`src/rtl/control_cmd_dispatch_if.sv`:
```
// Command-path bundle: byte stream in, per-handler strobes/resets out, handler RAM ports in,
// shared RAM port and status out. The framebuffer address type lives alongside it.
package types;
  typedef logic [15:0] fb_addr_t;
endpackage

interface control_cmd_dispatch_if #(
  parameter int NUM_SUB = 4,
  parameter int ADDR_W  = $bits(types::fb_addr_t)
);
  logic                      enable;
  logic [7:0]                data_in;
  logic [NUM_SUB-1:0]        sub_enable;
  logic [NUM_SUB-1:0]        sub_reset;
  logic [NUM_SUB-1:0]        sub_done;
  logic [NUM_SUB*ADDR_W-1:0] sub_addr;
  logic [NUM_SUB*8-1:0]      sub_data;
  logic [NUM_SUB-1:0]        sub_we;
  logic [NUM_SUB-1:0]        sub_as;
  logic [ADDR_W-1:0]         ram_addr;
  logic [7:0]                ram_data_out;
  logic                      ram_write_enable;
  logic                      ram_access_start;
  logic                      busy;
  logic                      done;
  logic                      error;
  logic [7:0]                error_count;

  modport master (
    output enable, data_in, sub_done, sub_addr, sub_data, sub_we, sub_as,
    input  sub_enable, sub_reset, ram_addr, ram_data_out, ram_write_enable,
           ram_access_start, busy, done, error, error_count
  );

  modport slave (
    input  enable, data_in, sub_done, sub_addr, sub_data, sub_we, sub_as,
    output sub_enable, sub_reset, ram_addr, ram_data_out, ram_write_enable,
           ram_access_start, busy, done, error, error_count
  );
endinterface

```
`src/rtl/control_cmd_dispatch.sv`:
```
// Opcode decoder and router: forwards payload bytes to the owning handler, muxes its RAM port,
// and aborts a handler that goes quiet for TIMEOUT_CYCLES.
//   state | meaning
//   IDLE  | waiting for an opcode byte
//   ROUTE | forwarding payload bytes to handler sel
//   ABORT | one cycle: reset the stalled handler, flag error
module control_cmd_dispatch #(
  parameter int                   NUM_SUB        = 4,
  parameter logic [NUM_SUB*8-1:0] OPCODE_TABLE   = {8'h43, 8'h46, 8'h50, 8'h4C},
  parameter int                   TIMEOUT_CYCLES = 4096,
  parameter int                   ADDR_W         = 16
) (
  input logic                   clk,
  input logic                   reset,
  control_cmd_dispatch_if.slave bus
);

  localparam int          SEL_W   = (NUM_SUB > 1) ? $clog2(NUM_SUB) : 1;
  localparam logic [15:0] TO_LAST = 16'(TIMEOUT_CYCLES - 1);

  typedef enum logic [1:0] {S_IDLE, S_ROUTE, S_ABORT} state_t;

  state_t             state, state_n;
  logic [SEL_W-1:0]   sel;
  logic [15:0]        timer;
  logic [NUM_SUB-1:0] as_hist;
  logic               hit, accept, bad_op, sel_done;
  logic [SEL_W-1:0]   hit_idx;
  logic               busy_q, done_q, error_q, ras_q, we_q;
  logic [7:0]         err_cnt_q, data_q;
  logic [ADDR_W-1:0]  addr_q;

  assign sel_done = bus.sub_done[sel];
  assign bad_op   = accept && !hit;

  // descending scan so the lowest matching slice wins
  always_comb begin
    hit     = 1'b0;
    hit_idx = '0;
    for (int k = NUM_SUB - 1; k >= 0; k--) begin
      if (bus.data_in == OPCODE_TABLE[8*k +: 8]) begin
        hit     = 1'b1;
        hit_idx = SEL_W'(k);
      end
    end
  end

  always_ff @(posedge clk or posedge reset) begin
    if (reset) state <= S_IDLE;
    else       state <= state_n;
  end

  always_comb begin
    state_n = state;
    accept  = 1'b0;
    case (state)
      S_IDLE: accept = bus.enable;
      S_ROUTE: begin
        if (sel_done) begin
          state_n = S_IDLE;
          accept  = bus.enable;
        end else if (!bus.enable && timer == TO_LAST) begin
          state_n = S_ABORT;
        end
      end
      S_ABORT: state_n = S_IDLE;
      default: state_n = S_IDLE;
    endcase
    if (accept && hit) state_n = S_ROUTE;
  end

  always_comb begin
    bus.sub_enable = '0;
    bus.sub_reset  = '0;
    if (state == S_ROUTE && bus.enable && !sel_done) bus.sub_enable[sel] = 1'b1;
    if (state == S_ABORT) bus.sub_reset[sel] = 1'b1;
  end

  always_ff @(posedge clk or posedge reset) begin
    if (reset) begin
      sel       <= '0;
      timer     <= '0;
      as_hist   <= '0;
      busy_q    <= 1'b0;
      done_q    <= 1'b0;
      error_q   <= 1'b0;
      err_cnt_q <= '0;
      ras_q     <= 1'b0;
      we_q      <= 1'b0;
      data_q    <= '0;
      addr_q    <= '0;
    end else begin
      if (accept && hit) sel <= hit_idx;
      if (state != S_ROUTE || bus.enable) timer <= '0;
      else                                timer <= timer + 16'd1;
      busy_q  <= (state_n != S_IDLE);
      done_q  <= (state == S_ROUTE) && sel_done;
      error_q <= bad_op || (state_n == S_ABORT);
      if ((bad_op || state_n == S_ABORT) && err_cnt_q != 8'hFF) err_cnt_q <= err_cnt_q + 8'd1;
      as_hist <= bus.sub_as;
      // only the selected handler's toggle edges reach the shared strobe
      if (state == S_ROUTE && bus.sub_as[sel] != as_hist[sel]) ras_q <= ~ras_q;
      if (state == S_ROUTE) begin
        addr_q <= bus.sub_addr[int'(sel)*ADDR_W +: ADDR_W];
        data_q <= bus.sub_data[int'(sel)*8 +: 8];
        we_q   <= bus.sub_we[sel];
      end else begin
        addr_q <= '0;
        data_q <= '0;
        we_q   <= 1'b0;
      end
    end
  end

  assign bus.busy             = busy_q;
  assign bus.done             = done_q;
  assign bus.error            = error_q;
  assign bus.error_count      = err_cnt_q;
  assign bus.ram_addr         = addr_q;
  assign bus.ram_data_out     = data_q;
  assign bus.ram_write_enable = we_q;
  assign bus.ram_access_start = ras_q;

endmodule

```
`src/flat_wrapper.sv`:
```
// flat-port wrapper written by rule: the top's interface ports become plain ports
module control_cmd_dispatch_flat 
#(
  parameter int                   NUM_SUB        = 4,
  parameter logic [NUM_SUB*8-1:0] OPCODE_TABLE   = {8'h43, 8'h46, 8'h50, 8'h4C},
  parameter int                   TIMEOUT_CYCLES = 4096,
  parameter int                   ADDR_W         = 16
)
  (clk, reset, bus_enable, bus_data_in, bus_sub_done, bus_sub_addr, bus_sub_data, bus_sub_we, bus_sub_as, bus_sub_enable, bus_sub_reset, bus_ram_addr, bus_ram_data_out, bus_ram_write_enable, bus_ram_access_start, bus_busy, bus_done, bus_error, bus_error_count);
  control_cmd_dispatch_if #(.NUM_SUB(NUM_SUB), .ADDR_W(ADDR_W)) bus_i ();
  input logic clk;
  input logic reset;
  input wire logic [$bits(bus_i.enable)-1:0] bus_enable;
  input wire logic [$bits(bus_i.data_in)-1:0] bus_data_in;
  input wire logic [$bits(bus_i.sub_done)-1:0] bus_sub_done;
  input wire logic [$bits(bus_i.sub_addr)-1:0] bus_sub_addr;
  input wire logic [$bits(bus_i.sub_data)-1:0] bus_sub_data;
  input wire logic [$bits(bus_i.sub_we)-1:0] bus_sub_we;
  input wire logic [$bits(bus_i.sub_as)-1:0] bus_sub_as;
  output wire logic [$bits(bus_i.sub_enable)-1:0] bus_sub_enable;
  output wire logic [$bits(bus_i.sub_reset)-1:0] bus_sub_reset;
  output wire logic [$bits(bus_i.ram_addr)-1:0] bus_ram_addr;
  output wire logic [$bits(bus_i.ram_data_out)-1:0] bus_ram_data_out;
  output wire logic [$bits(bus_i.ram_write_enable)-1:0] bus_ram_write_enable;
  output wire logic [$bits(bus_i.ram_access_start)-1:0] bus_ram_access_start;
  output wire logic [$bits(bus_i.busy)-1:0] bus_busy;
  output wire logic [$bits(bus_i.done)-1:0] bus_done;
  output wire logic [$bits(bus_i.error)-1:0] bus_error;
  output wire logic [$bits(bus_i.error_count)-1:0] bus_error_count;
  assign bus_i.enable = bus_enable;
  assign bus_i.data_in = bus_data_in;
  assign bus_i.sub_done = bus_sub_done;
  assign bus_i.sub_addr = bus_sub_addr;
  assign bus_i.sub_data = bus_sub_data;
  assign bus_i.sub_we = bus_sub_we;
  assign bus_i.sub_as = bus_sub_as;
  assign bus_sub_enable = bus_i.sub_enable;
  assign bus_sub_reset = bus_i.sub_reset;
  assign bus_ram_addr = bus_i.ram_addr;
  assign bus_ram_data_out = bus_i.ram_data_out;
  assign bus_ram_write_enable = bus_i.ram_write_enable;
  assign bus_ram_access_start = bus_i.ram_access_start;
  assign bus_busy = bus_i.busy;
  assign bus_done = bus_i.done;
  assign bus_error = bus_i.error;
  assign bus_error_count = bus_i.error_count;
  control_cmd_dispatch #(.NUM_SUB(NUM_SUB), .OPCODE_TABLE(OPCODE_TABLE), .TIMEOUT_CYCLES(TIMEOUT_CYCLES), .ADDR_W(ADDR_W)) u_core (.clk(clk), .reset(reset), .bus(bus_i));
endmodule
```
`config.mk`:
```
export PLATFORM = sky130hd
export DESIGN_NAME = control_cmd_dispatch_flat
export DESIGN_NICKNAME = d
export VERILOG_FILES = /design/src/rtl/control_cmd_dispatch_if.sv /design/src/rtl/control_cmd_dispatch.sv /design/src/flat_wrapper.sv
export SDC_FILE = /design/constraint.sdc
export NUM_CORES = 1
export LEC_CHECK = 0
export ABC_AREA = 0
export CAP_MARGIN = 20
export CORE_MARGIN = 2
export CORE_UTILIZATION = 25
export DETAILED_ROUTE_END_ITERATION = 12
export GPL_ROUTABILITY_DRIVEN = 0
export PLACE_DENSITY = 0.58
export SKIP_LAST_GASP = 1
export SLEW_MARGIN = 15
export SYNTH_ARGS = -nofsm -noshare
export SYNTH_HDL_FRONTEND = slang
export SYNTH_SLANG_ARGS = --single-unit
```
`constraint.sdc`:
```
create_clock -name clk -period 3.6 [get_ports clk]
set_clock_uncertainty 0.15 [all_clocks]
set_input_delay 0.36 -clock clk [delete_from_list [all_inputs] [get_ports clk]]
set_output_delay 0.36 -clock clk [all_outputs]
set_load 0.02 [all_outputs]
```
### Yosys cells after proc, flatten, opt, wreduce, memory -nomap -nowiden

Index checks and enable logic that the tools add are counted.

* register bits after elaboration: 61
* logic and storage cells: 76
* bits of input ports: 119

* add/subtract/negate cells: 2
* reduce and logical (&&, ||, !) cells: 16
* shift operators: 2
* $lt $le $gt $ge: 2
* eq/ne operators: 11
* mux-type cells: 30
* bitwise gates (word level): 1

Operators by type and width (count)
* $shiftx 64x7->16: 1
* $eq 8x7->1 const B: 4
* $mux 16: 2
* $shiftx 32x6->8: 1
* $add 16x1->16 const B: 1
* $eq 16x12->1 const B: 1
* $mux 2: 7
* $mux 1: 11
* $logic_and 1x1->1: 9
* $add 8x1->8 const B: 1
* $bmux 1 s2: 4
* $mux 4: 2
* $mux 8: 1
* $ne 8x8->1 const B: 1
* $eq 2x2->1 const B: 2
* $pmux 2 s2: 1
* $logic_not 1->1: 3
* $lt 2x3->1 const B: 1
* $demux 1 s2: 1
* $eq 2x1->1 const B: 1
* $ge 2x1->1 const B: 1
* $logic_not 2->1: 1
* $logic_or 1x1->1: 2
* $ne 2x1->1 const B: 1
* other kinds (4): 4

### Longest topological paths before layout

Gate-level depths: netlist of the first run.

* word-level depth: 10
* mapped depth: 7

### Worst setup path after synthesis of the first run

Ideal clock, no wire load.

* path type: register to register
* start: register u_core.timer[0]
* end: register u_core.err_cnt_q[1] (netlist: u_core.bus.error_count[1])
* slack: 1361 ps
* buffers on the path: 0
* stages on the path, launching flop included: 8
* setup time: 125 ps
* arrival: 1964 ps
* data required time: 3325 ps
* path through: dfrtp_1 -> ha_1 -> nand3_2 -> nor4_4 -> nand3_2 -> o22ai_4 -> and2_4 -> mux2_4

* word-level cells in the longest chain between the ends: 9

Ends and longest elaborated chain
* start: declaration: RTL line control_cmd_dispatch.sv:25 `logic [15:0] timer;`
* start signal: assignment: RTL line control_cmd_dispatch.sv:95 `else timer <= timer + 16'd1;`
* $eq 16x12->1: RTL line control_cmd_dispatch.sv:62 `end else if (!bus.enable && timer == TO_LAST) begin`
* $logic_and 1x1->1: RTL line control_cmd_dispatch.sv:62
* $mux 2: RTL line control_cmd_dispatch.sv:62
* $mux 2: RTL line control_cmd_dispatch.sv:59 `if (sel_done) begin`
* $pmux 2 s2: RTL line control_cmd_dispatch.sv:56 `case (state)`
* $mux 2: RTL line control_cmd_dispatch.sv:69 `if (accept && hit) state_n = S_ROUTE;`
* $eq 2x2->1: RTL line control_cmd_dispatch.sv:99 `if ((bad_op || state_n == S_ABORT) && err_cnt_q != 8'hFF) err_cnt_q <= err_cnt_q + 8'd1;`
* $logic_or 1x1->1: RTL line control_cmd_dispatch.sv:99
* $logic_and 1x1->1: RTL line control_cmd_dispatch.sv:99
* end signal: assignment: RTL line control_cmd_dispatch.sv:99
* end: declaration: RTL line control_cmd_dispatch.sv:30 `logic [7:0] err_cnt_q, data_q;`

Every way passes these cells.
A chain may end at the register's enable or synchronous reset.

### Final worst setup path of the first run

* start: register u_core.sel[1]
* end: output bus_sub_enable[2]

* word-level cells in the longest chain between the ends: 5
* elaborated cells between the ends (all ways): 10
* those cells by class: order compare: 2; mux: 5; reduce/logical: 3

Ends and longest elaborated chain
* start: declaration: RTL line control_cmd_dispatch.sv:24 `logic [SEL_W-1:0] sel;`
* start signal: assignment: RTL line control_cmd_dispatch.sv:93 `if (accept && hit) sel <= hit_idx;`
* $lt 2x3->1 (implied by the code) (tied with other cells): RTL line control_cmd_dispatch.sv:75 `if (state == S_ROUTE && bus.enable && !sel_done) bus.sub_enable[sel] = 1'b1;`
* $logic_and 1x1->1 (implied by the code) / $mux 1 (equally long branches): RTL line control_cmd_dispatch.sv:75, control_cmd_dispatch.sv:33
* $mux 1 (implied by the code) / $logic_not 1->1 (equally long branches): RTL line control_cmd_dispatch.sv:75
* $demux 1 s2 / $logic_and 1x1->1 (equally long branches)
* $mux 4 (*): RTL line control_cmd_dispatch.sv:75
* end: declaration: RTL line flat_wrapper.sv:20 `output wire logic [$bits(bus_i.sub_enable)-1:0] bus_sub_enable;`

Every way passes the cells marked *; elsewhere a longest branch is shown, timed or not. The select of a mux whose other input is x is not followed.

==> summary.md, run 1 <==
The post-detailed-routing wire length is 8480 um, and the area of the core region is 12700 sq um. In the synthesized netlist, the number of instances is 260. The worst register-to-register path has a depth of 7. The tools report the number of setup violations in the final report as 0. After synthesis, the cell types taking the most area are dfrtp_1, mux4_2, and2_1, xor2_1, nor2_1. The flow ran to the end, and the final reports show no timing, DRC or antenna violations. Tracing the worst setup path back leads to its startpoint at u_core.sel[1]. The critical register-to-register path endpoint was u_core.bus.error_count[1]. The number of global-route vias before repair was 2863; the total number of clock tree sinks was 61. The post-synthesis to final-layout area growth is 65.2%, and the share of the synthesized area in the top cell type is 0.469.

At the pin with the least slew margin, the transition time is 770 ps. Detailed routing inserted a total of 2669 vias. The path class of the tightest hold or removal check is register to register. For the maximum clock rate, the log shows 380 MHz.

At the worst endpoint, the arrival time is 2120 ps. Hold repair after CTS inserted 0 buffers. The pre-CTS setup slack came out at 961 ps. The kind of critical path was register to primary output.

After legalization and detailed placement, the total HPWL measured 6520 um. The combined global-route utilization of all metal layers is 0.125, and the clock period minus worst slack is 2630 ps. The mapped netlist covers 3260 sq um.

The tools report the post-CTS setup buffer count as 0. TritonCTS built the clock tree. The final worst slack is 968 ps.

The worst setup path is launched from a register. Port buffering added 163 buffers. The mean instance size in the synthesized netlist came out at 12.5 sq um.

In this run the critical register-to-register path is launched from u_core.timer[0]. The critical path ends at bus_sub_enable[2]. The clock tree buffer depth is 2, and the cell total after placement is 586. The clock input transition at the sequential cells of the worst setup and hold paths works out to 60 ps. Library cell with the largest summed area after synthesis: dfrtp_1.

The number of endpoints with negative hold slack in the final report was 0; the maximum ir drop on the vdd rail was 0.000189 V. In the routed layout, each cell is associated on average with a via count of 4.43. Setup repair after global routing left no endpoint under its margin.

The run gives 103 as the number of DRC markers after the initial detailed-route iteration. Floorplan die width: 118 um. The average detailed-routed wire length per instance was 14.1 um; the post-detailed-route DRC marker count was 0. The worst relative slew slack was 0.487; the initial core utilization was 0.257. Clock tree synthesis selected as its root buffer the cell clkbuf_16. The share of async-settable or async-resettable flops after synthesis works out to 1.00. After clock tree synthesis, the repair step resized 0 gates. The number of H-tree levels was 3; the number of maximum-capacitance violations was 0. The floorplan step defined a die boundary enclosing 14000 sq um. For this run the aggregate overflow at the end of global routing stands at 0. Pin count of the biggest net entering global routing: 62.

The run gives 41 as the count of standard-cell rows. For the sequential-to-total area share from yosys stat, the log shows 0.469. Utilization after layout: 0.425. Setup total negative slack on the finished layout was measured at 0 ps.

In this run the register-to-register setup slack is 1150 ps. The non-filler instance count after layout came out at 602. The synthesized design contains 61 register bits.

The peak fanout along the critical path is 32, and the number of buffers created by CTS is 9. For the post-route cell area, the log shows 5380 sq um. The first detailed-routing pass took 4 iterations. The final cycle utilization of the critical path is 0.731, and the post-placement cell area is 5080 sq um. For this run, the number of Yosys warnings is 0. Wire length of the first global-routing pass: 13800 um. The floorplan step set the die height to 118 um. 0 antenna diodes ended up in the layout.

The share of layout cells above drive strength 1 is 0.144. The top flip-flop cell by instance count after synthesis is dfrtp_1. Element type at the critical path end: a primary output.

The final layout contains 546 nets. Clock latency on the worst-skew pair, taken at its later pin, is 330 ps. Pin placement for this block handled 164 I/O pins.

The run gives 0 as the final max-slew violation count. The count of nets left with antenna violations once routing finished came out at 0. At the worst endpoint, the required time is 3090 ps.

The number of distinct library cells after synthesis came out at 45. The standby leakage power came out at 2.09 nW. The tools report the synthesized net count as 381. For this design the ratio of total power to cell area is 402 nW/um^2. The number of antenna violations at the first check in global routing came out at 0. Counting flops with a built-in enable in the synthesized netlist gives 0.
[Yosys cell counts (2+ instances only)]
library cell	instances
buf_2	3
nand4_1	5
clkbuf_1	8
dfrtp_1	61
nor3b_1	2
nor2_1	25
nand3_1	6
xnor2_1	10
nor3_1	5
a31oi_1	3
nor4_1	2
a41oi_1	2
nand2b_1	5
mux4_2	27
and3_1	3
xor2_1	12
mux2_1	3
ha_1	2
nand2_1	16
nand3_2	2
nor2b_1	4
a21oi_1	2
and4_1	2
inv_1	3
and2_1	27
[state kept, by name, indices dropped and copies added (netlist names), 2 cells and up]
register                 flops
u_core.as_hist               4
u_core.bus.error_count       8
u_core.bus.ram_addr         16
u_core.bus.ram_data_out      8
u_core.sel                   2
u_core.state                 2
u_core.timer                16
[worst min path at each step]
stage                             endpoint  slack (ps)                        start  depth (start not counted)
2_1_floorplan            u_core.as_hist[0]         240                bus_sub_as[0]                          0
3_3_place_gp   u_core.bus.ram_access_start         320  u_core.bus.ram_access_start                          1
3_5_place_dp   u_core.bus.ram_access_start         310  u_core.bus.ram_access_start                          1
4_1_cts        u_core.bus.ram_access_start         320  u_core.bus.ram_access_start                          1
5_1_grt        u_core.bus.ram_access_start         350  u_core.bus.ram_access_start                          1
6_report       u_core.bus.ram_access_start         320  u_core.bus.ram_access_start                          1
[through the flow]
| step | total power (W) | hold slack [ps] |
|---|---|---|
| floorplan | 0.00105 | 241 |
| global placement | 0.00132 | 317 |
| detailed placement | 0.00133 | 314 |
| CTS | 0.00220 | 323 |
| global route | 0.00227 | 348 |
| finish | 0.00216 | 319 |
[final cells by class]
type / count / area, sq um
fill: 1205 / 7290
multi-input combinational: 183 / 1670
timing repair buffer: 167 / 1660
sequential: 61 / 1530
clock buffer: 10 / 239
tap: 172 / 215
clock inverter: 6 / 62.6
inverter: 3 / 11.3
[critical path, cell delays in order, from the launching register on]
cell and delay, ps:
dfrtp_1 420, buf_4 390, nand2b_1 130, nor3_1 210, clkdlybuf4s50_1 640
[kinds of logic (layout without fill, tap and decap cells)]
logic type | Yosys count | in the layout | share of synthesized area
AND/OR/NAND/NOR | 114 | 114 | 0.205
flip-flops | 61 | 61 | 0.469
multiplexers | 32 | 32 | 0.205
XOR/XNOR | 22 | 22 | 0.0591
buffers and inverters | 16 | 186 | 0.0207
AO/OA/AOI/OAI | 13 | 13 | 0.0342
adder cells (fa/ha/maj) | 2 | 2 | 0.00768
[per-layer routing]
| layer | share of wire | global-route usage | vias to the layer above |
|---|---|---|---|
| li1 | - | - | 1270 |
| met1 | 0.38 | 0.136 | 1276 |
| met5 | 0 | 0 | - |
| met4 | 0.015 | 0.0422 | 0 |
| met3 | 0.10 | 0.0560 | 12 |
| met2 | 0.50 | 0.216 | 111 |
[power breakdown]
part	total [W]	internal (W)	switching [W]
registers	0.000806	0.000740	0.0000662
logic	0.000503	0.000312	0.000191
clock network	0.000854	0.000551	0.000303
total	0.00216	0.00160	0.000561
[placed cells by master (no fill, tap or decap), drive strengths merged, types with 4 or more instances in the layout]
cell and count:
buf 4, and2 28, nor3 5, nor2b 4, xnor2 10, nand2 16
nor2 25, mux2 4, clkbuf 10, dfrtp 61, xor2 12, clkdlybuf4s50 163
mux4 27, nand2b 5, nand3 8, nand4 6
(Power assumes the default switching activity.)
==> run 2: changes to the inputs <==
clock period = 2.7 ns   (was 3.6 ns; I/O delays follow)
==> summary.md, run 2 (same netlist as run 1, synthesis figures left out) <==
The tools report the worst relative slew slack as 0.610. Summed over all layers, the routed wires come to 8230 um. Traced cell by cell, the critical path runs through buf_4, nor4_1, clkdlybuf4s50_1.

The number of port buffers is 163. The library cells used most frequently in the layout, excluding fill and tap cells, are clkdlybuf4s50_1, dfrtp_1, and2_1, mux4_2, nor2_1. The logs give 0 for the number of resized instances in the post-cts repair step and 0.00224 W for the total internal power. The first detailed-routing pass ran for 4 iterations.

The run finished with clean final reports. For the post-detailed-route DRC marker count, the log shows 0. The first global-routing pass estimated 13500 um of wire.

The number of H-tree levels was 3. For the count of hold-fix buffers inserted at cts, the log shows 0. The family of cells with the greatest summed delay on the critical path is buffers and inverters. Delay of the slowest critical-path stage: 660 ps. After detailed routing, the average wire length per cell comes to 13.7 um. The floorplan die width is 118 um, and the post-placement cell area is 5110 sq um. The total power divided by cell area was 544 nW/um^2; the share of layout cells above drive strength 1 was 0.142. At the pin with the least slew margin, the transition time is 585 ps. The tools report the aggregate negative setup slack as 0 ps. The share of total power in sequential cells was 0.363; the total half-perimeter wirelength after legalization and detailed placement was 6610 um. The count of standard-cell rows is 41, and the number of vias per cell after detailed routing is 4.43. The number of antenna violations at the first check in global routing was 0.

STA classifies the critical path startpoint as a register. TritonCTS built the clock tree. Clock network fraction of total power: 0.410. For the finished layout, the period the worst path requires is 2460 ps.

Worst reg2reg path startpoint: u_core.timer[0]. The switching power as a share of total power came out at 0.244. The clock drives 61 sinks. For the number of buffers created by CTS, the log shows 9. The final layout contains 547 nets. Setup violations remaining at the end of the flow were counted as 0.

For the clock tree buffer depth, the log shows 2. For the worst setup path, the data required time is 2280 ps. The portion of total power attributed to combinational logic is 0.227. The tools report the critical register-to-register path endpoint as u_core.bus.error_count[1]. For this run, the top clock speed supported by timing is 406 MHz. The library cell used most frequently in the layout, excluding fill and tap cells, is clkdlybuf4s50_1. The type of the most critical hold path is input pin to asynchronous set/reset pin.

Among all stages on the critical path, the largest delay is contributed by clkdlybuf4s50_1. Summed over all cells, the static leakage comes to 2.11 nW. The combined global-route utilization of all metal layers is 0.122. Entering global routing, the biggest net connects 30 pins. The routed layout has 2674 vias.

Along the worst path, the maximum fanout reaches 28. The minimum setup slack among reg-to-reg paths is 310 ps. The count of nets left with antenna violations after detail routing was 0; the data arrival time of the critical path was 2040 ps. The finished cells cover 5430 sq um. For the number of ports placed on the die boundary, the log shows 164. The post-synthesis to final-layout area growth is 66.8%, and the path depth of the worst reg2reg path is 7.

The number of global-route vias before repair is 2811. CTS placed an instance of clkbuf_16 at the clock tree root. The number of antenna repair diodes is 0, and the final cycle utilization of the critical path is 0.913. The worst-case IR drop observed on VDD is 0.000284 V. The final max-slew violation count is 0. The tools report the pre-CTS setup slack as 148 ps.

The run gives 0.000720 W as the net switching power. Global routing finished with a remaining overflow of 0. The kind of critical path is register to primary output. The post-CTS setup buffer count was 0. Max-cap violations in this run came to 0. The fill cell instance count of the final layout came out at 1197. Number of endpoints with negative hold slack in the final report: 0.

The die footprint is 14000 sq um, and the area of the core region is 12700 sq um. The die is 118 um tall. STA classifies the critical path endpoint as a primary output. Initial core utilization: 0.257. Clock-pin slew was measured on the worst setup and hold paths at 60 ps. In the post-route analysis, the smallest setup slack over all paths is 235 ps.

Setup repair after global routing left no endpoint under its margin. After the first detailed-routing iteration, the DRC count stood at 103. The critical path contains buffers and inverters numbering 2 combined. Clock latency on the worst-skew pair, taken at its later pin, is 320 ps.
==> run 2: cell count changes in the layout (fill, tap and decap cells not counted), sizes merged <==
cell	delta
clkinv	-1
buf	+1
clkinvlp	-2
bufinv	+1
clkbuf	+2
==> run 2: area by class of cell <==
type                       count  area (sq um)  area share
timing repair buffer         168          1690       0.312
tap                          172           215      0.0396
clock buffer                  12           246      0.0454
multi-input combinational    183          1670       0.307
clock inverter                 4          72.6      0.0134
sequential                    61          1530       0.281
inverter                       3          11.3     0.00207
==> run 2: power groups by stage <==
stage,Sequential (W),Clock [W],Combinational (W)
after floorplan,0.00114,0,0.000257
final,0.00107,0.00121,0.000671
after CTS,0.00107,0.00125,0.000681
after global routing,0.00108,0.00129,0.000718
after detailed placement,0.00109,0,0.000679
after global placement,0.00109,0,0.000673
==> run 2: worst reg2reg max path, stage by stage, from the launching register on <==
cell	delay [ps]
dfrtp_1	390
ha_1	240
nand3_2	130
nor4_4	380
nand3_2	170
o22ai_4	320
and2_4	220
mux2_4	290
==> run 2: how the worst max path moves through the flow <==
stage | cells past startpoint | slack [ps] | from | to
final | 3 | 240 | u_core.sel[1] | bus_sub_enable[0]
after detailed placement | 7 | 150 | bus_data_in[4] | u_core.bus.error_count[1]
after global placement | 7 | 210 | bus_data_in[4] | u_core.bus.error_count[1]
after CTS | 3 | 230 | u_core.sel[1] | bus_sub_enable[0]
after floorplan | 7 | 460 | u_core.timer[0] | u_core.bus.error_count[1]
after global routing | 7 | 150 | u_core.timer[0] | u_core.bus.error_count[1]
==> run 2: through the flow <==
stage / utilization / hold slack [ps] / cells / power [W]
final: 0.429 / 171 / 603 / 0.00296
after floorplan: - / 151 / 260 / 0.00140
after CTS: 0.429 / 189 / 603 / 0.00300
after detailed placement: 0.404 / 330 / 587 / 0.00177
after global routing: 0.429 / 240 / 603 / 0.00309
after global placement: 0.404 / 316 / 587 / 0.00176
==> run 2: routing by layer <==
metal / global-route usage / vias up / part of all wire / routed length, um
met5: 0 / - / 0 / 0
met4: 0.0452 / 0 / 0.018 / 150
met3: 0.0550 / 13 / 0.097 / 799
met2: 0.206 / 111 / 0.49 / 4020
met1: 0.133 / 1274 / 0.40 / 3260
li1: - / 1276 / - / -
